===== src/rtl/mem_access_unit.sv =====
// MEM-stage load/store engine: issues one valid/ready bus transaction per access,
// stalls the pipeline until the response and returns the aligned, extended load value.
module mem_access_unit #(
    parameter int TIMEOUT = 255
) (
    input  logic        clk,
    input  logic        rst,
    input  logic        mem_r_ena,
    input  logic        mem_w_ena,
    input  logic [7:0]  byte_enable,
    input  logic        mem_ext_un,
    input  logic [63:0] addr,
    input  logic [63:0] wdata,
    output logic        stall,
    output logic        done,
    output logic        rdata_valid,
    output logic [63:0] rdata,
    output logic        err,
    output logic        bus_req_valid,
    input  logic        bus_req_ready,
    output logic        bus_req_wen,
    output logic [63:0] bus_req_addr,
    output logic [7:0]  bus_req_wstrb,
    output logic [63:0] bus_req_wdata,
    input  logic        bus_resp_valid,
    input  logic [63:0] bus_resp_rdata
);

    typedef enum logic [1:0] {IDLE, REQ, RESP, DONE} state_t;

    localparam int CW = (TIMEOUT > 0) ? $clog2(TIMEOUT + 1) : 1;
    localparam logic [CW-1:0] TLAST = CW'(TIMEOUT - 1);

    state_t        state, state_next;
    logic [CW-1:0] tcount;
    logic          wen_q, ext_q;
    logic [7:0]    size_q;
    logic [2:0]    off_q;

    logic          request, size_ok, aligned, legal, timeout_hit;
    logic          accept, illegal, abort;
    logic [63:0]   raw, load_ext;

    assign bus_req_valid = (state == REQ);
    assign bus_req_wen   = wen_q;
    assign done          = (state == DONE);
    assign rdata_valid   = (state == DONE) && !wen_q;

    // Legality of the request presented in IDLE: valid size mask and natural alignment.
    always_comb begin
        size_ok = 1'b1;
        aligned = 1'b1;
        case (byte_enable)
            8'h01:   aligned = 1'b1;
            8'h03:   aligned = ~addr[0];
            8'h0F:   aligned = (addr[1:0] == 2'b00);
            8'hFF:   aligned = (addr[2:0] == 3'b000);
            default: begin
                size_ok = 1'b0;
                aligned = 1'b0;
            end
        endcase
        request     = mem_r_ena | mem_w_ena;
        legal       = !(mem_r_ena && mem_w_ena) && size_ok && aligned;
        timeout_hit = (TIMEOUT != 0) && (tcount == TLAST);
    end

    always_ff @(posedge clk) begin
        if (rst) state <= IDLE;
        else     state <= state_next;
    end

    // Bus events take priority over the timeout on the cycle the counter expires.
    always_comb begin
        state_next = state;
        stall      = 1'b0;
        accept     = 1'b0;
        illegal    = 1'b0;
        abort      = 1'b0;
        case (state)
            IDLE: begin
                if (request) begin
                    if (legal) begin
                        accept     = 1'b1;
                        stall      = 1'b1;
                        state_next = REQ;
                    end else begin
                        illegal = 1'b1;
                    end
                end
            end
            REQ: begin
                stall = 1'b1;
                if (bus_req_ready) begin
                    state_next = RESP;
                end else if (timeout_hit) begin
                    abort      = 1'b1;
                    state_next = IDLE;
                end
            end
            RESP: begin
                stall = 1'b1;
                if (bus_resp_valid) begin
                    state_next = DONE;
                end else if (timeout_hit) begin
                    abort      = 1'b1;
                    state_next = IDLE;
                end
            end
            DONE:    state_next = IDLE;
            default: state_next = IDLE;
        endcase
    end

    always_comb begin
        raw = bus_resp_rdata >> {off_q, 3'b000};
        case (size_q)
            8'h01:   load_ext = {{56{~ext_q & raw[7]}},  raw[7:0]};
            8'h03:   load_ext = {{48{~ext_q & raw[15]}}, raw[15:0]};
            8'h0F:   load_ext = {{32{~ext_q & raw[31]}}, raw[31:0]};
            default: load_ext = raw;
        endcase
    end

    // Request fields are captured once on acceptance so they stay stable through REQ.
    always_ff @(posedge clk) begin
        if (rst) begin
            wen_q         <= 1'b0;
            ext_q         <= 1'b0;
            size_q        <= 8'h00;
            off_q         <= 3'b000;
            bus_req_addr  <= 64'h0;
            bus_req_wstrb <= 8'h00;
            bus_req_wdata <= 64'h0;
            rdata         <= 64'h0;
            tcount        <= '0;
            err           <= 1'b0;
        end else begin
            err <= illegal | abort;
            if (accept) begin
                wen_q         <= mem_w_ena;
                ext_q         <= mem_ext_un;
                size_q        <= byte_enable;
                off_q         <= addr[2:0];
                bus_req_addr  <= {addr[63:3], 3'b000};
                bus_req_wstrb <= mem_w_ena ? (byte_enable << addr[2:0]) : 8'h00;
                bus_req_wdata <= wdata << {addr[2:0], 3'b000};
                tcount        <= '0;
            end else if (state == REQ || state == RESP) begin
                tcount <= tcount + CW'(1);
            end
            if (state == RESP && bus_resp_valid && !wen_q) begin
                rdata <= load_ext;
            end
        end
    end

endmodule

===== config.mk =====
export PLATFORM = sky130hd
export DESIGN_NAME = mem_access_unit
export DESIGN_NICKNAME = d
export VERILOG_FILES = /design/src/rtl/mem_access_unit.sv
export SDC_FILE = /design/constraint.sdc
export NUM_CORES = 1
export LEC_CHECK = 0
export ABC_AREA = 1
export BUFFER_PORTS_ARGS = -buffer_cell sky130_fd_sc_hd__buf_4
export CORE_ASPECT_RATIO = 0.8
export CORE_MARGIN = 2
export CORE_UTILIZATION = 52
export CTS_CLUSTER_SIZE = 14
export DETAILED_ROUTE_END_ITERATION = 8
export GPL_TIMING_DRIVEN = 1
export PLACE_DENSITY = 0.81
export SYNTH_ARGS = -nofsm -noshare
export SYNTH_HDL_FRONTEND = slang
export SYNTH_SLANG_ARGS = --single-unit

===== constraint.sdc =====
create_clock -name clk -period 3.9 [get_ports clk]
set_clock_uncertainty 0.15 [all_clocks]
set_input_delay 0.78 -clock clk [delete_from_list [all_inputs] [get_ports clk]]
set_output_delay 0.78 -clock clk [all_outputs]
set_load 0.05 [all_outputs]

Yosys cells after proc, flatten, opt, wreduce, memory -nomap -nowiden

Index checks and enable logic that the tools add are counted.

Add/subtract/negate cells: 1
Equal/unequal tests: 13
Shift-type cells: 3
Mux-type cells: 21
Bitwise operators: 7
Reductions and logical operators: 16

Operators by type and width:

| kind                                                | number |
|---|---|
| one-hot mux 64 bit (3 select lines)                 | 1 |
| << shifter 64 x 6 -> 64 bit                         | 1 |
| right shift 64 x 6 -> 64 bit                        | 1 |
| equality test 8 x 1 -> 1 bit, second input constant | 2 |
| equality test 8 x 2 -> 1 bit, second input constant | 2 |
| equality test 8 x 4 -> 1 bit, second input constant | 2 |
| equality test 8 bit, second input constant          | 2 |
| 2-to-1 mux 1 bit                                    | 10 |
| 2-to-1 mux 2 bit                                    | 5 |
| adder 8 x 1 -> 8 bit, second input constant         | 1 |
| 2-to-1 mux 8 bit                                    | 1 |
| one-hot mux 2 bit (4 select lines)                  | 1 |
| << shifter 8 x 3 -> 8 bit                           | 1 |
| logical AND 1 bit                                   | 6 |
| equality test 2 bit, second input constant          | 2 |
| zero test 2 bit                                     | 2 |
| inequality test 2 bit, second input constant        | 2 |
| one-hot mux 1 bit (2 select lines)                  | 2 |
| one-hot mux 1 bit (4 select lines)                  | 1 |
| OR reduction 2 bit                                  | 2 |
| OR reduction 4 bit                                  | 1 |
| AND 1 bit                                           | 3 |
| zero test 3 bit                                     | 1 |
| equality test 2 x 1 -> 1 bit, second input constant | 1 |
| 5 further kinds                                     | 8 |

Flip-flop bits (word level): 221

Logic depth before layout (Yosys ltp)

Gate-level depths: netlist of run 1.

Depth after elaboration: 9
Depth in mapped cells: 13

Least setup slack after synthesis of run 1

No wires, ideal clock.

Path type: input to output
Start: input byte_enable[1]
End: output stall
Arrival: 2.411 ns
Required time: 2.970 ns
Path slack: 0.559 ns
Stages on the path: 7
Buffers on the path: 2
Cell sequence: nand2_1 > nand3_1 > nor2_1 > nand3_2 > buf_2 > buf_2 > a21oi_1

Longest elaborated chain between the ends: 8
Elaborated cells between the ends (all ways): 12
Those cells by class: eq/ne (4); mux (5); reduce/logical (3)

Ends and longest elaborated chain:

| item                                        | RTL line | text |
|---|---|---|
| start, declared                             | 10       | `input logic [7:0] byte_enable,` |
| equality test 8 bit (tied with other cells) | 53       | `case (byte_enable)` |
| OR reduction 4 bit (no line)                | --       |  |
| 2-to-1 mux 1 bit                            | 53       |  |
| logical AND 1 bit                           | 64       | `legal = !(mem_r_ena && mem_w_ena) && size_ok && aligned;` |
| logical AND 1 bit *                         | 64       |  |
| 2-to-1 mux 1 bit *                          | 83       | `if (legal) begin` |
| 2-to-1 mux 1 bit *                          | 82       | `if (request) begin` |
| one-hot mux 1 bit (2 select lines) *        | 80       | `case (state)` |
| end, declared                               | 14       | `output logic stall,` |

Mark *: on every way between the ends. The rest lies on a longest branch, timed or not.

Worst setup path after layout of run 1

Start: register state[0]
End: output stall

Longest elaborated chain between the ends: 3
Elaborated cells between the ends (all ways): 5
Those cells by class: eq/ne (2); mux (1); reduce/logical (2)

Ends and longest elaborated chain:

| item                                                                | RTL line | text |
|---|---|---|
| start, declared                                                     | 34       | `state_t state, state_next;` |
| start signal, assigned                                              | 70       | `else state <= state_next;` |
| equality test 2 x 1 -> 1 bit or equality test 2 bit (tied branches) | 80       |  |
| OR reduction 2 bit (no line)                                        | --       |  |
| one-hot mux 1 bit (2 select lines) *                                | 80       |  |

Marks and branches as above.

==> impl_metrics.csv, run 1 <==
group,metric,value,unit
status,status,"complete, no violations",
critical_path,crit_type,"reg -> out",
synth,async_flop_share,0,%
clock_tree,clk_pin_slew,0.06,ns
sta,tightest_slew,1.25,ns
global_route,overflow,0,
cells_and_area,nets,2702,
cells_and_area,final_layout_size_suffix_gt1_share,21.8,%
floorplan,fp.dieW,180,um
detailed_routing,drt_first_pass_iters,5,
detailed_routing,drt.antenna.violating_nets,0,
global_route,grt_pass1_wl,72100,um
synth,ys_types,36,
critical_path,crit_path_end_kind,"primary output",
synth,syn_area,13000,um2
cells_and_area,fillers,2195,
power,peakVddDrop,0.311,mV
clock_tree,hold_buffers,0,
detailed_routing,routed_via_density,5.31,
cells_and_area,utilization,68.7,%
floorplan,placementRows,51,
floorplan,die_area,26200,um2
clock_tree,cts.repair.resized,0,
floorplan,die_y,145,um
floorplan,initial_utilization,53.1,%
synth,synth_edf_count,0,
sta,holdWs,0.299,ns
clock_tree,cts_buffer_depth,3,
placement,place_congestion,0.967,
detailed_routing,wl,46500,um
cells_and_area,syn_to_final_growth,29.2,%
sta,period_share,75.9,%
sta,tns,0,ns
sta,slew_violations,0,
detailed_routing,drc_errors,0,
clock_tree,cts_buffers,23,
critical_path,required,2.97,ns
sta,rsz0062_at_grt,"false",
clock_tree,clkLatencyLatePin,0.51,ns
clock_tree,htreeDepth,1,
power,power_leakage,9.06,nW
critical_path,path_max_fanout,5,
synth,synth_area_per_cell,5.96,um2
worst_hold_path,hp-class,"reg -> reg",
critical_path,start_kind,"flop",
floorplan,core_area,24400,um2
sta,fmax,338,MHz
placement,dp_hpwl,34000,um
global_route,use_met1,44.6,%
synth,synth_cells,2175,
synth,ys_ff_latch,221,
global_route,grt_max_degree,194,
synth,ys_warn_count,0,
detailed_routing,drt_iter0_drc,1736,
global_route,grt_antenna_before_repair,1,
clock_tree,clock_sinks,221,
floorplan,ios,413,
global_route,grt_use_met2,54.9,%
global_route,track_usage,33.7,%
run,drv_cap,0,
sta,relSlewSlack,15.9,%
clock_tree,cts_tree,"built",
global_route,grt_pass1_vias,13600,
clock_tree,cts_root_buf,"clkbuf_16",
detailed_routing,wl_per_cell,16.5,um
detailed_routing,dr_total_vias,15000,
global_route,met3_usage,6.65,%
critical_path,crit_arrival,2.03,ns
synth,yosysSeqAreaShare,34.2,%
placement,port_buffers,409,
sta,setup_viol,0,
clock_tree,post_cts_buffers,0,
power,p_per_area,420,nW/um2
sta,min_period,2.96,ns
global_route,grt.busiest_layer,"met2",
synth,ys.flop_type,"dfxtp_1",
sta,hold_viol_final,0,
-- Yosys cell counts (8+ instances only) --
| library cell | number | area [um2] |
|---|---|---|
| nand2_1 | 737 | 2770 |
| buf_4 | 8 | 60.1 |
| nor2_1 | 362 | 1360 |
| dfxtp_1 | 221 | 4420 |
| o211ai_1 | 21 | 158 |
| inv_1 | 180 | 676 |
| nor3_1 | 22 | 110 |
| or2_2 | 11 | 68.8 |
| buf_1 | 9 | 33.8 |
| a21oi_1 | 41 | 205 |
| nand3_1 | 185 | 926 |
| buf_2 | 59 | 295 |
| clkbuf_1 | 65 | 244 |
| nor2_4 | 22 | 248 |
| nor2_2 | 24 | 150 |
| o21ai_0 | 152 | 761 |
-- final timing paths --
| kind | startpoint | to | slack (ns) | depth (start not counted) |
|---|---|---|---|---|
| worst max-delay path | state[0]$_SDFFE_PP0P_ | stall | 0.94 | 7 |
| worst min-delay path | bus_req_wstrb[3]$_SDFFE_PP0P_ | bus_req_wstrb[3]$_SDFFE_PP0P_ | 0.30 | 2 |
| worst max register to register | off_q[0]$_SDFFE_PP0P_ | rdata[46]$_SDFFE_PP0P_ | 1.17 | 9 |
| worst min register to register | bus_req_wstrb[3]$_SDFFE_PP0P_ | bus_req_wstrb[3]$_SDFFE_PP0P_ | 0.30 | 2 |
-- critical path, stage by stage (launching register included) --
cell	delay (ns)
dfxtp_1	0.34
inv_1	0.14
ha_1	0.27
inv_1	0.06
nor2_1	0.21
nand3_4	0.12
a21oi_1	0.15
buf_4	0.22
-- stage by stage --
step | cell area [um2] | cells | worst slack, ns | power (mW)
5_1_grt | 16700 | 2823 | 0.815 | 7.32
6_report | 16700 | 2823 | 0.939 | 7.04
2_1_floorplan | 13000 | 2177 | 0.559 | 4.04
3_3_place_gp | 16000 | 2781 | 0.911 | 4.74
4_1_cts | 16700 | 2822 | 0.921 | 7.04
3_5_place_dp | 16000 | 2781 | 0.863 | 4.76
-- power by group --
| part | switching, mW | total [mW] | internal, mW |
|---|---|---|---|
| registers | 0.124 | 2.57 | 2.44 |
| logic | 1.48 | 2.17 | 0.686 |
| clock network | 0.940 | 2.30 | 1.36 |
| total | 2.54 | 7.04 | 4.49 |
-- kinds of logic (layout without fill, tap and decap cells) --
family | after synthesis | count (layout) | share of synthesized area (%)
buffers and inverters | 333 | 660 | 11.0
AO/OA/AOI/OAI | 226 | 226 | 9.18
XOR/XNOR | 6 | 6 | 0.406
AND/OR/NAND/NOR | 1381 | 1381 | 44.6
adder cells (fa/ha/maj) | 7 | 7 | 0.676
other | 1 | 4 | 0.0289
flip-flops | 221 | 221 | 34.2
-- flip-flops by register name (all words and copies together), names as in the netlist, 2 cells and up --
| signal | count |
|---|---|
| tcount | 8 |
| bus_req_addr | 61 |
| off_q | 3 |
| state | 2 |
| bus_req_wstrb | 8 |
| size_q | 8 |
| bus_req_wdata | 64 |
| rdata | 64 |
-- cell type report --
cell class              instances  area, um2  share of cell area, %
flip-flops and latches        221       4430                   26.4
clock inverters                 9        128                  0.762
well taps                     318        398                   2.38
diodes                          1       2.50                 0.0149
multi-input cells            1623       7140                   42.6
inverters                     186        703                   4.20
repair buffers                433       3300                   19.7
clock buffers                  32        649                   3.88
-- layer usage --
| metal | vias to the layer above | wire, um |
|---|---|---|
| met5 | - | 0 |
| met2 | 766 | 21500 |
| met3 | 98 | 4440 |
| met4 | 0 | 1630 |
| li1 | 7353 | - |
| met1 | 6776 | 18900 |
-- cells in the final DEF (no fill, tap or decap), types with 5 or more instances in the layout --
cell and count:
dfxtp_1 220, nand2_2 5, clkbuf_1 5, o211ai_1 21, inv_2 5, a21oi_1 41, nand2_1 737, o21ai_0 152
nor2_2 23, clkbuf_16 23, nand3_1 185, or2_2 11, inv_1 177, ha_1 7, nor2_4 23, nor3_1 22
buf_4 429, o21ai_1 6, nor2_1 362
Power figures use the tool's default switching activity.
==> run 2: changes to the inputs <==
--- a/config.mk
+++ b/config.mk
@@ -9,11 +9,11 @@
 export BUFFER_PORTS_ARGS = -buffer_cell sky130_fd_sc_hd__buf_4
 export CORE_ASPECT_RATIO = 0.8
 export CORE_MARGIN = 2
-export CORE_UTILIZATION = 52
+export CORE_UTILIZATION = 47
 export CTS_CLUSTER_SIZE = 14
 export DETAILED_ROUTE_END_ITERATION = 8
 export GPL_TIMING_DRIVEN = 1
-export PLACE_DENSITY = 0.81
+export PLACE_DENSITY = 0.78
 export SYNTH_ARGS = -nofsm -noshare
 export SYNTH_HDL_FRONTEND = slang
 export SYNTH_SLANG_ARGS = --single-unit
==> constraint.sdc (replaced) <==
create_clock -name clk -period 2.66 [get_ports clk]
set_clock_uncertainty 0.15 [all_clocks]
set_input_delay 0.532 -clock clk [delete_from_list [all_inputs] [get_ports clk]]
set_output_delay 0.532 -clock clk [all_outputs]
set_load 0.05 [all_outputs]
==> impl_metrics.csv, run 2 (synthesis gave the netlist of run 1 again) <==
group,metric,value,unit
detailed_routing,drt_iter0_drc,1556,
power,peakVddDrop,0.519,mV
placement,dp_hpwl,37900,um
global_route,overflow,0,
cells_and_area,design_area,17100,um2
run,drv_cap,0,
critical_path,r2r_slack,0.17,ns
power,p_per_area,608,nW/um2
detailed_routing,drc_errors,0,
sta,fmax,386,MHz
floorplan,initial_utilization,47.7,%
detailed_routing,route.met3.wl,5570,um
power,switching_share,36.9,%
detailed_routing,top_layer,"met5",
power,switchingPower,3.84,mW
floorplan,die_y,152,um
cells_and_area,reg_top3,"bus_req_wdata x64, rdata x64, bus_req_addr x61",
cells_and_area,instances_no_fill,2893,
cells_and_area,nets,2724,
critical_path,reg2reg_depth,10,
placement,dp_cells,2848,
sta,period_share,97.5,%
global_route,grt_max_degree,83,
critical_path,r2r-start,"state[0]$_SDFFE_PP0P_",
sta,holdWs,0.0732,ns
clock_tree,clock_sinks,221,
sta,tns,0,ns
power,power.internal,6.55,mW
detailed_routing,wl,50500,um
detailed_routing,routed_via_density,5.22,
clock_tree,hold_buffers,0,
power,p_comb_share,32.2,%
detailed_routing,drt.antenna.violating_nets,0,
floorplan,die_area,28900,um2
sta,relSlewSlack,44.9,%
detailed_routing,dr_total_vias,15100,
detailed_routing,wl_per_cell,17.4,um
critical_path,start_kind,"flop",
clock_tree,htreeDepth,1,
power,power,10.4,mW
sta,min_period,2.59,ns
clock_tree,post_cts_buffers,0,
clock_tree,clk_pin_slew,0.06,ns
clock_tree,clkLatencyLatePin,0.52,ns
critical_path,crit_end,"stall",
cells_and_area,final_cell_mix,"737 x nand2_1, 441 x buf_4, 361 x nor2_1",
global_route,grt_pass1_vias,14000,
critical_path,regToRegEndpoint,"bus_req_wdata[23]$_SDFFE_PP0P_",
critical_path,crit_type,"reg -> out",
global_route,grt_antenna_before_repair,4,
status,status,"complete, no violations",
critical_path,setup.worst_path.start,"state[0]$_SDFFE_PP0P_",
power,pwr-share-seq,36.2,%
clock_tree,cts_tree,"built",
sta,tightest_slew,0.825,ns
global_route,grt_pass1_wl,77200,um
sta,slew_violations,0,
critical_path,required,1.98,ns
sta,rsz0062_at_grt,"false",
placement,dp_worst_setup_slack,0.00260,ns
power,clkPwrFrac,31.6,%
cells_and_area,final_layout_size_suffix_gt1_share,22.7,%
cells_and_area,syn_to_final_growth,32.0,%
floorplan,core_area,27200,um2
floorplan,fp.dieW,190,um
global_route,track_usage,33.8,%
cells_and_area,final_common_cell,"nand2_1",
critical_path,path_max_fanout,5,
sta,hold_viol_final,0,
floorplan,placementRows,54,
clock_tree,cts_buffers,24,
detailed_routing,m1WireLength,20600,um
worst_hold_path,hp-class,"in -> reg",
critical_path,crit_arrival,1.91,ns
cells_and_area,utilization,62.9,%
critical_path,crit_path_end_kind,"primary output",
placement,place_congestion,1.01,
sta,fin_ws,0.0672,ns
clock_tree,cts_buffer_depth,3,
floorplan,ios,413,
cells_and_area,fillers,2662,
sta,setup_viol,0,
detailed_routing,route.met2.wl,22200,um
detailed_routing,drt_first_pass_iters,6,
clock_tree,cts_root_buf,"clkbuf_16",
power,power_leakage,9.22,nW
placement,placed_area,16300,um2
placement,port_buffers,409,
[run 2: critical path: stages (launching register included)]
cell	delay, ns
dfxtp_1	0.35
inv_2	0.12
ha_4	0.17
inv_1	0.08
nor2_4	0.15
nand3_4	0.13
a21oi_4	0.21
buf_8	0.17
[run 2: worst min-delay path by stage]
stage                                         startpoint                              to  slack (ns)  cells after the start
after global placement    bus_req_wdata[17]$_SDFFE_PP0P_  bus_req_wdata[17]$_SDFFE_PP0P_        0.29                      2
after floorplan                   size_q[0]$_SDFFE_PP0P_          size_q[0]$_SDFFE_PP0P_        0.30                      2
after CTS                                       addr[23]   bus_req_addr[23]$_SDFFE_PP0P_        0.06                      3
after global routing                            addr[34]   bus_req_addr[34]$_SDFFE_PP0P_        0.07                      3
after detailed placement   bus_req_wdata[4]$_SDFFE_PP0P_   bus_req_wdata[4]$_SDFFE_PP0P_        0.29                      2
final                                           addr[40]   bus_req_addr[40]$_SDFFE_PP0P_        0.07                      3
[run 2: power by group through the flow]
| stage | sequential (mW) | combinational [mW] | clock [mW] |
|---|---|---|---|
| floorplan | 4.65 | 1.28 | 0 |
| global placement | 3.81 | 3.22 | 0 |
| detailed placement | 3.82 | 3.25 | 0 |
| CTS | 3.76 | 3.32 | 3.33 |
| global route | 3.79 | 3.58 | 3.45 |
| finish | 3.76 | 3.34 | 3.29 |
[run 2: metal layers]
layer,global-route usage [%],up-vias
met5,0,-
met4,12.3,2
met3,8.11,121
met2,53.8,772
met1,44.8,6827
li1,-,7391
[run 2: repair_timing]
action | CTS | global route
gates resized for setup | 8 | 1
setup endpoints to repair | 1 | 2
hold endpoints to repair | 0 | 0
pin swaps | 1 | 0
[run 2: area by class of cell]
class | count | area [um2] | share of cell area [%]
antenna | 2 | 5.00 | 0.0293
clock buffer | 36 | 726 | 4.24
clock inverter | 7 | 48.8 | 0.285
inverter | 186 | 703 | 4.11
multi-input combinational | 1623 | 7170 | 41.9
sequential | 221 | 4430 | 25.9
tap | 364 | 455 | 2.66
timing repair buffer | 454 | 3570 | 20.9
